[src/rtl/seg_display_mux.sv]
// Two-digit common-anode seven-segment scanner with per-frame shadow latching and dead-time gaps.
// Optional macro LEADING_ZERO_BLANK_EN blanks the tens digit whenever the latched tens value is zero.
module seg_display_mux #(
    parameter int DIGIT_W     = 4,
    parameter int REFRESH_DIV = 50000,
    parameter int DEAD_CYC    = 500
) (
    input  logic               clk,
    input  logic               rst,
    input  logic [DIGIT_W-1:0] tens,
    input  logic [DIGIT_W-1:0] ones,
    output logic [6:0]         seg,
    output logic [1:0]         an,
    output logic               frame_tick
);

    localparam int CW = (REFRESH_DIV > 1) ? $clog2(REFRESH_DIV) : 1;
    localparam logic [CW-1:0] CNT_MAX = CW'(REFRESH_DIV - 1);
    localparam logic [6:0] SEG_OFF  = 7'b1111111;
    localparam logic [6:0] SEG_DASH = 7'b0111111;

    typedef enum logic [1:0] {
        DEAD_ONES = 2'd0,
        ON_ONES   = 2'd1,
        DEAD_TENS = 2'd2,
        ON_TENS   = 2'd3
    } state_t;

    state_t             r_state;
    state_t             w_stateNext;
    logic [CW-1:0]      r_cnt;
    logic [CW-1:0]      w_cntNext;
    logic [DIGIT_W-1:0] r_shTens;
    logic [DIGIT_W-1:0] r_shOnes;
    logic [DIGIT_W-1:0] w_shTensNext;
    logic [DIGIT_W-1:0] w_shOnesNext;
    logic [6:0]         r_seg;
    logic [6:0]         w_segNext;
    logic [1:0]         r_an;
    logic [1:0]         w_anNext;
    logic               r_frameTick;
    logic               w_frameTickNext;
    logic               w_wrap;
    logic               w_isTensSlot;
    logic               w_tensSlotNext;
    logic               w_inDead;

    function automatic logic [6:0] decodeDigit(input logic [DIGIT_W-1:0] d);
        logic [6:0] s;
        case (d)
            DIGIT_W'(0): s = 7'b1000000;
            DIGIT_W'(1): s = 7'b1111001;
            DIGIT_W'(2): s = 7'b0100100;
            DIGIT_W'(3): s = 7'b0110000;
            DIGIT_W'(4): s = 7'b0011001;
            DIGIT_W'(5): s = 7'b0010010;
            DIGIT_W'(6): s = 7'b0000010;
            DIGIT_W'(7): s = 7'b1111000;
            DIGIT_W'(8): s = 7'b0000000;
            DIGIT_W'(9): s = 7'b0010000;
            default:     s = SEG_DASH;
        endcase
        return s;
    endfunction

    always_ff @(posedge clk) begin
        if (rst) begin
            r_state     <= DEAD_ONES;
            r_cnt       <= '0;
            r_shTens    <= '0;
            r_shOnes    <= '0;
            r_seg       <= SEG_OFF;
            r_an        <= 2'b11;
            r_frameTick <= 1'b0;
        end else begin
            r_state     <= w_stateNext;
            r_cnt       <= w_cntNext;
            r_shTens    <= w_shTensNext;
            r_shOnes    <= w_shOnesNext;
            r_seg       <= w_segNext;
            r_an        <= w_anNext;
            r_frameTick <= w_frameTickNext;
        end
    end

    // Outputs are computed from the state being entered so they change on the same edge as it.
    always_comb begin
        w_stateNext     = r_state;
        w_shTensNext    = r_shTens;
        w_shOnesNext    = r_shOnes;
        w_segNext       = SEG_OFF;
        w_anNext        = 2'b11;
        w_frameTickNext = 1'b0;

        w_wrap         = (r_cnt == CNT_MAX);
        w_cntNext      = w_wrap ? '0 : r_cnt + 1'b1;
        w_isTensSlot   = (r_state == DEAD_TENS) || (r_state == ON_TENS);
        w_tensSlotNext = w_wrap ? ~w_isTensSlot : w_isTensSlot;
        w_inDead       = (int'(w_cntNext) < DEAD_CYC);

        if (w_wrap && w_isTensSlot) begin
            w_shTensNext    = tens;
            w_shOnesNext    = ones;
            w_frameTickNext = 1'b1;
        end

        if (w_tensSlotNext) begin
            w_stateNext = w_inDead ? DEAD_TENS : ON_TENS;
        end else begin
            w_stateNext = w_inDead ? DEAD_ONES : ON_ONES;
        end

        case (w_stateNext)
            ON_ONES: begin
                w_segNext = decodeDigit(w_shOnesNext);
                w_anNext  = 2'b10;
            end
            ON_TENS: begin
`ifdef LEADING_ZERO_BLANK_EN
                if (w_shTensNext != '0) begin
                    w_segNext = decodeDigit(w_shTensNext);
                    w_anNext  = 2'b01;
                end
`else
                w_segNext = decodeDigit(w_shTensNext);
                w_anNext  = 2'b01;
`endif
            end
            default: begin
                w_segNext = SEG_OFF;
                w_anNext  = 2'b11;
            end
        endcase
    end

    assign seg        = r_seg;
    assign an         = r_an;
    assign frame_tick = r_frameTick;

endmodule
[config.mk]
export PLATFORM = sky130hd
export DESIGN_NAME = seg_display_mux
export DESIGN_NICKNAME = d
export VERILOG_FILES = /design/src/rtl/seg_display_mux.sv
export SDC_FILE = /design/constraint.sdc
export NUM_CORES = 1
export LEC_CHECK = 0
export CAP_MARGIN = 20
export CORE_UTILIZATION = 30
export CTS_CLUSTER_DIAMETER = 50
export DETAILED_ROUTE_END_ITERATION = 10
export GPL_TIMING_DRIVEN = 0
export SLEW_MARGIN = 20
export SYNTH_ARGS = -nofsm -noshare
export SYNTH_HDL_FRONTEND = slang
export SYNTH_SLANG_ARGS = --single-unit
[constraint.sdc]
create_clock -name clk -period 4.75 [get_ports clk]
set_clock_uncertainty 0.2 [all_clocks]
set_input_delay 1.1875 -clock clk [delete_from_list [all_inputs] [get_ports clk]]
set_output_delay 1.1875 -clock clk [all_outputs]
set_load 0.02 [all_outputs]
# Yosys cells after proc, flatten, opt, wreduce, memory -nomap -nowiden
# Memory sizes are Yosys's and may differ from the RTL's.
# Index checks and enable logic that the tools add are counted.
[word_totals]
mem_count = 2
latchBits = 0
output_inout_bits = 10
ramBits = 0
ff_bits = 36
elab_cells = 29
romBits = 224
input_bits = 10
[mem_list]
columns = ["name", "words", "width", "rd", "rd_ports_with_merged_regs", "wr", "line", "rtl"]
rows = [
  ["(no name shown)", 16, 7, 1, 0, 0, "50", "case (d)"],
  ["(no name shown)", 16, 7, 1, 0, 0, "50", ""],
]
[op_classes]
n_addsub = 1
eq_ne = 5
bitwise = 1
div_mod_pow = 0
n_mul = 0
reduce_logical = 2
mux = 10
shifts = 0
order_cmp = 1
[op_table]
columns = ["operator", "n"]
rows = [
  ["$add A16 B1 Y16 const B", 1],
  ["$eq A16 B16 Y1 const B", 1],
  ["$lt A16 B9 Y1 const B", 1],
  ["$mux W16", 1],
  ["$pmux W7 S2", 1],
  ["$mux W4", 2],
  ["$eq A2 B2 Y1 const B", 3],
  ["$mux W1", 4],
  ["$pmux W2 S2", 1],
  ["$eq A2 B1 Y1 const B", 1],
  ["$mux W2", 1],
  ["$logic_and A1 B1 Y1", 1],
  ["$logic_or A1 B1 Y1", 1],
  ["$not A1 Y1", 1],
]

# Depth between registers and ports, before layout
[depth]
ltp_word = 7
depth_mapped = 15
mapped_depth_nobuf = 14

# Worst setup path before layout
# OpenSTA, ideal clock, no wires.
[synth_timing]
path_type = "reg-to-reg"
from = "register r_cnt[0]"
to = "register r_seg[3] (netlist: seg[3])"
path_stages_with_launch = 16
synth_period_minus_slack_ns = 3.509
arrival_ns = 3.182
slack_ns = 1.241
required_time_ns = 4.423
path_cell_list = "dfxtp_1 ha_1 nand3_4 nor2_1 nand3_1 inv_1 ha_1 buf_1 mux2i_1 inv_1 ha_1 nor2_1 o21ai_0 a32o_1 nor2_1 o21ai_1"
[synth_via]
word_cells_on_any_way = 16
[synth_lines]
columns = ["element", "line", "rtl"]
rows = [
  ["start: declaration", "31", "logic [CW-1:0] r_cnt;"],
  ["start signal: assignment", "77", "r_cnt <= w_cntNext;"],
  ["$eq A16 B16 Y1", "95", "w_wrap = (r_cnt == CNT_MAX);"],
  ["$logic_and A1 B1 Y1", "101", "if (w_wrap && w_isTensSlot) begin"],
  ["$mux W4", "101", ""],
  ["net w_shTensNext[0]", "35", "logic [DIGIT_W-1:0] w_shTensNext;"],
  ["$mem_v2 Z16 W7", "-", ""],
  ["$pmux W7 S2", "113", "case (w_stateNext)"],
  ["end signal: assignment", "80", "r_seg <= w_segNext;"],
  ["end: declaration", "37", "logic [6:0] r_seg;"],
]
# The timed path passes the listed nets, and every way through them passes these cells.
# A chain may end at the register's enable or synchronous reset.

# Worst setup path after layout
# Ends and elaborated chain as after synthesis.

==> results_dict.tcl <==
set metrics [dict create \
    rr_endpoint "seg[3]" \
    rsz0062_at_grt "no" \
    synth_cells 246 \
    grt_pass1_wl_mm 7.79 \
    avgSynthCellArea_um2 8.34 \
    cp-end-kind "flip-flop" \
    syn_area_um2 2050 \
    cp_cell_sequence "ha_1 > nand3_4 > nor2_1 > nand3_1 > inv_1 > ha_1 > buf_1 > mux2i_1 > inv_1 > ha_1 > nor2_1 > o21ai_0 > a32o_1 > nor2_1 > o21ai_1" \
    clk_latency_ns 0.29 \
    grt-ovfl-total 0 \
    synth_commonest_cells "39 x nor2_1, 35 x dfxtp_1, 14 x ha_1, 14 x o21ai_0" \
    r2r-start "r_cnt[0]" \
    vdd_drop_max_v 0.000125 \
    fp.coreArea_um2 6460 \
    p_leak_uw 0.000885 \
    gp_congestion 0.812 \
    root_buffer "clkbuf_8" \
    fin_nets 295 \
    die_w_um 84.7 \
    slew_headroom_pct 55.5 \
    setup_tns_ns 0 \
    critPathTopFamily "adder cells" \
    drt-initial-drc-count 47 \
    drv_slew 0 \
    netlist_top_cells_area "dfxtp_1 34%, ha_1 8.5%, nor2_1 7.1%" \
    htree_levels 2 \
    clock-sinks 35 \
    ctsLongestPathBuffers 2 \
    ant_nets 0 \
    synth_top_cell_area_share_pct 34.2 \
    synthesis.nets 270 \
    post-synth-top-area-cell "dfxtp_1" \
    yosys.cell_types.count 45 \
    grt_max_degree 11 \
    crit_start "r_cnt[0]" \
    max_freq_ghz 0.239 \
    p_int_uw 410 \
    crit_buf_inv 3 \
    wl_mm 4.39 \
    worst_pin_slew_ns 0.667 \
    synthArstFlopShare_pct 0 \
    hold_class "reg2reg" \
    finalSetupViolCount 0 \
    rows 29 \
    vias_per_cell 5.02 \
    p_per_area_nw_per_um2 220 \
    fin_crit_sh_pct 88.0 \
    hpwl_mm 3.23 \
    first_pass_iters 4 \
    start_util_pct 31.8 \
    area_growth_syn_to_layout_pct 17.4 \
    critPathRequiredTime_ns 4.72 \
    p_comb_share_pct 4.3 \
    ctsHoldBuffers 0 \
    die_area_um2 7170 \
    antenna_cells 0 \
    cts_tree "done" \
    crit_end "seg[3]" \
    path_class "reg2reg" \
    clkPwrFrac_pct 39.3 \
    drive_gt1_share_pct 6.99 \
    final_hold_viol_count 0 \
    grt_pass1_vias 1698 \
    yosysSeqAreaShare_pct 34.2 \
    clkTransAtPathRegs_ns 0.07 \
    crit_cells 15 \
    pwr-share-seq_pct 56.4 \
    num_io_pins 20 \
    vias 1752 \
    numPortBuffers 18 \
    chipHeight_um 84.7 \
    post_cts.repair.setup_buffers 0 \
    post_drt_wl_per_cell_um 12.6 \
    crit_slowest_cell "mux2i_1" \
    track_usage_pct 13.5 \
    switching_share_pct 22.7 \
    r2r_slack_ns 0.57 \
    crit_arrival_ns 4.15 \
    status "finished clean" \
    cts_made_buffers 5 \
    cts_resized 0 \
    synth.most_common_cell "nor2_1" \
    crit_fanout 10 \
    yosys_warnings 0 \
    max_stage_delay_ns 0.57 \
    nFillCells 702 \
    dpl_cell_area_um2 2330 \
    synth_edf_count 0 \
    power_switching_uw 120 \
    period_needed_ns 4.18 \
    drcViolationCount 0 \
    fin_area_um2 2410 \
    ys_dominant_reg_cell "dfxtp_1" \
    antenna_found_initial 0 \
    maxCapViolCount 0 \
    cp-start-kind "flip-flop" \
    ys_ff_latch 35 \
    r2r_cells 15 \
]
==> stage by stage <==
step                instances  setup slack [ns]  hold slack (ns)  util [%]  power (uW)
floorplan                 246              1.24            0.263         -         318
global placement          341             0.620            0.297      36.0         329
detailed placement        341             0.576            0.301      36.0         329
CTS                       349             0.542            0.319      37.3         538
global route              349            0.0918            0.351      37.3         557
finish                    349             0.569            0.316      37.3         530
==> cell families after synthesis <==
logic type,synth area share [%]
multiplexers,8.24
AND/OR/NAND/NOR,23.2
buffers and inverters,4.45
AO/OA/AOI/OAI,17.1
XOR/XNOR,4.27
flip-flops,34.2
adder cells (fa/ha/maj),8.54
==> cells in the final DEF (no fill, tap or decap), types with 2 or more instances in the layout <==
cell type	instances
nor4_1	5
o21ai_0	14
mux2i_1	12
and3_1	2
a21oi_1	10
inv_1	10
a32o_1	2
xor2_1	3
or3_1	5
nor2_1	39
nor2b_1	4
clkbuf_1	14
nand2_1	9
xnor2_1	7
dfxtp_1	35
mux2_2	3
clkdlybuf4s50_1	18
o21ai_1	10
nand4_1	3
nor4bb_1	2
o211ai_1	2
o21ba_2	2
clkbuf_8	5
a311oi_1	2
nand2b_1	2
nand3_1	9
and2_1	2
or2_2	2
nor3_1	4
o22ai_1	2
a211oi_1	3
ha_1	14
==> power groups by stage <==
| stage | Sequential (uW) | Combinational (uW) | Clock (uW) |
|---|---|---|---|
| 4_1_cts | 299 | 23.0 | 216 |
| 3_3_place_gp | 306 | 22.6 | 0 |
| 5_1_grt | 299 | 26.4 | 231 |
| 6_report | 299 | 22.7 | 208 |
| 3_5_place_dp | 306 | 23.0 | 0 |
| 2_1_floorplan | 305 | 12.5 | 0 |
==> per-layer routing <==
metal	up-vias	global-route usage [%]	part of all wire [%]
met5	-	0	0
met3	6	4.13	3.0
met2	19	21.8	44
met1	810	17.4	51
li1	917	-	-
met4	0	3.70	1.1
==> how the worst min path moves through the flow <==
stage | startpoint | to | slack, ns | cells past startpoint
floorplan | r_cnt[0] | r_cnt[0] | 0.26 | 1
global placement | r_cnt[0] | r_cnt[0] | 0.30 | 1
detailed placement | r_cnt[0] | r_cnt[0] | 0.30 | 1
CTS | r_cnt[0] | r_cnt[0] | 0.32 | 1
global route | r_cnt[0] | r_cnt[0] | 0.35 | 1
finish | r_cnt[0] | r_cnt[0] | 0.32 | 1
==> flip-flops by register name (all words and copies together), names as in the netlist <==
register    cells
frame_tick      1
seg             7
an              2
r_shTens        4
r_state         1
r_shOnes        4
r_cnt          16
==> area by class of cell <==
| class | count | area (um^2) | share of cell area (%) |
|---|---|---|---|
| inverters | 10 | 37.5 | 1.56 |
| well taps | 77 | 96.3 | 4.00 |
| clock inverters | 1 | 5.00 | 0.208 |
| clock buffers | 7 | 76.3 | 3.17 |
| multi-input cells | 187 | 1260 | 52.3 |
| plain buffers | 14 | 53.8 | 2.23 |
| repair buffers | 18 | 180 | 7.48 |
| flip-flops and latches | 35 | 701 | 29.1 |
Power figures use the tool's default switching activity.
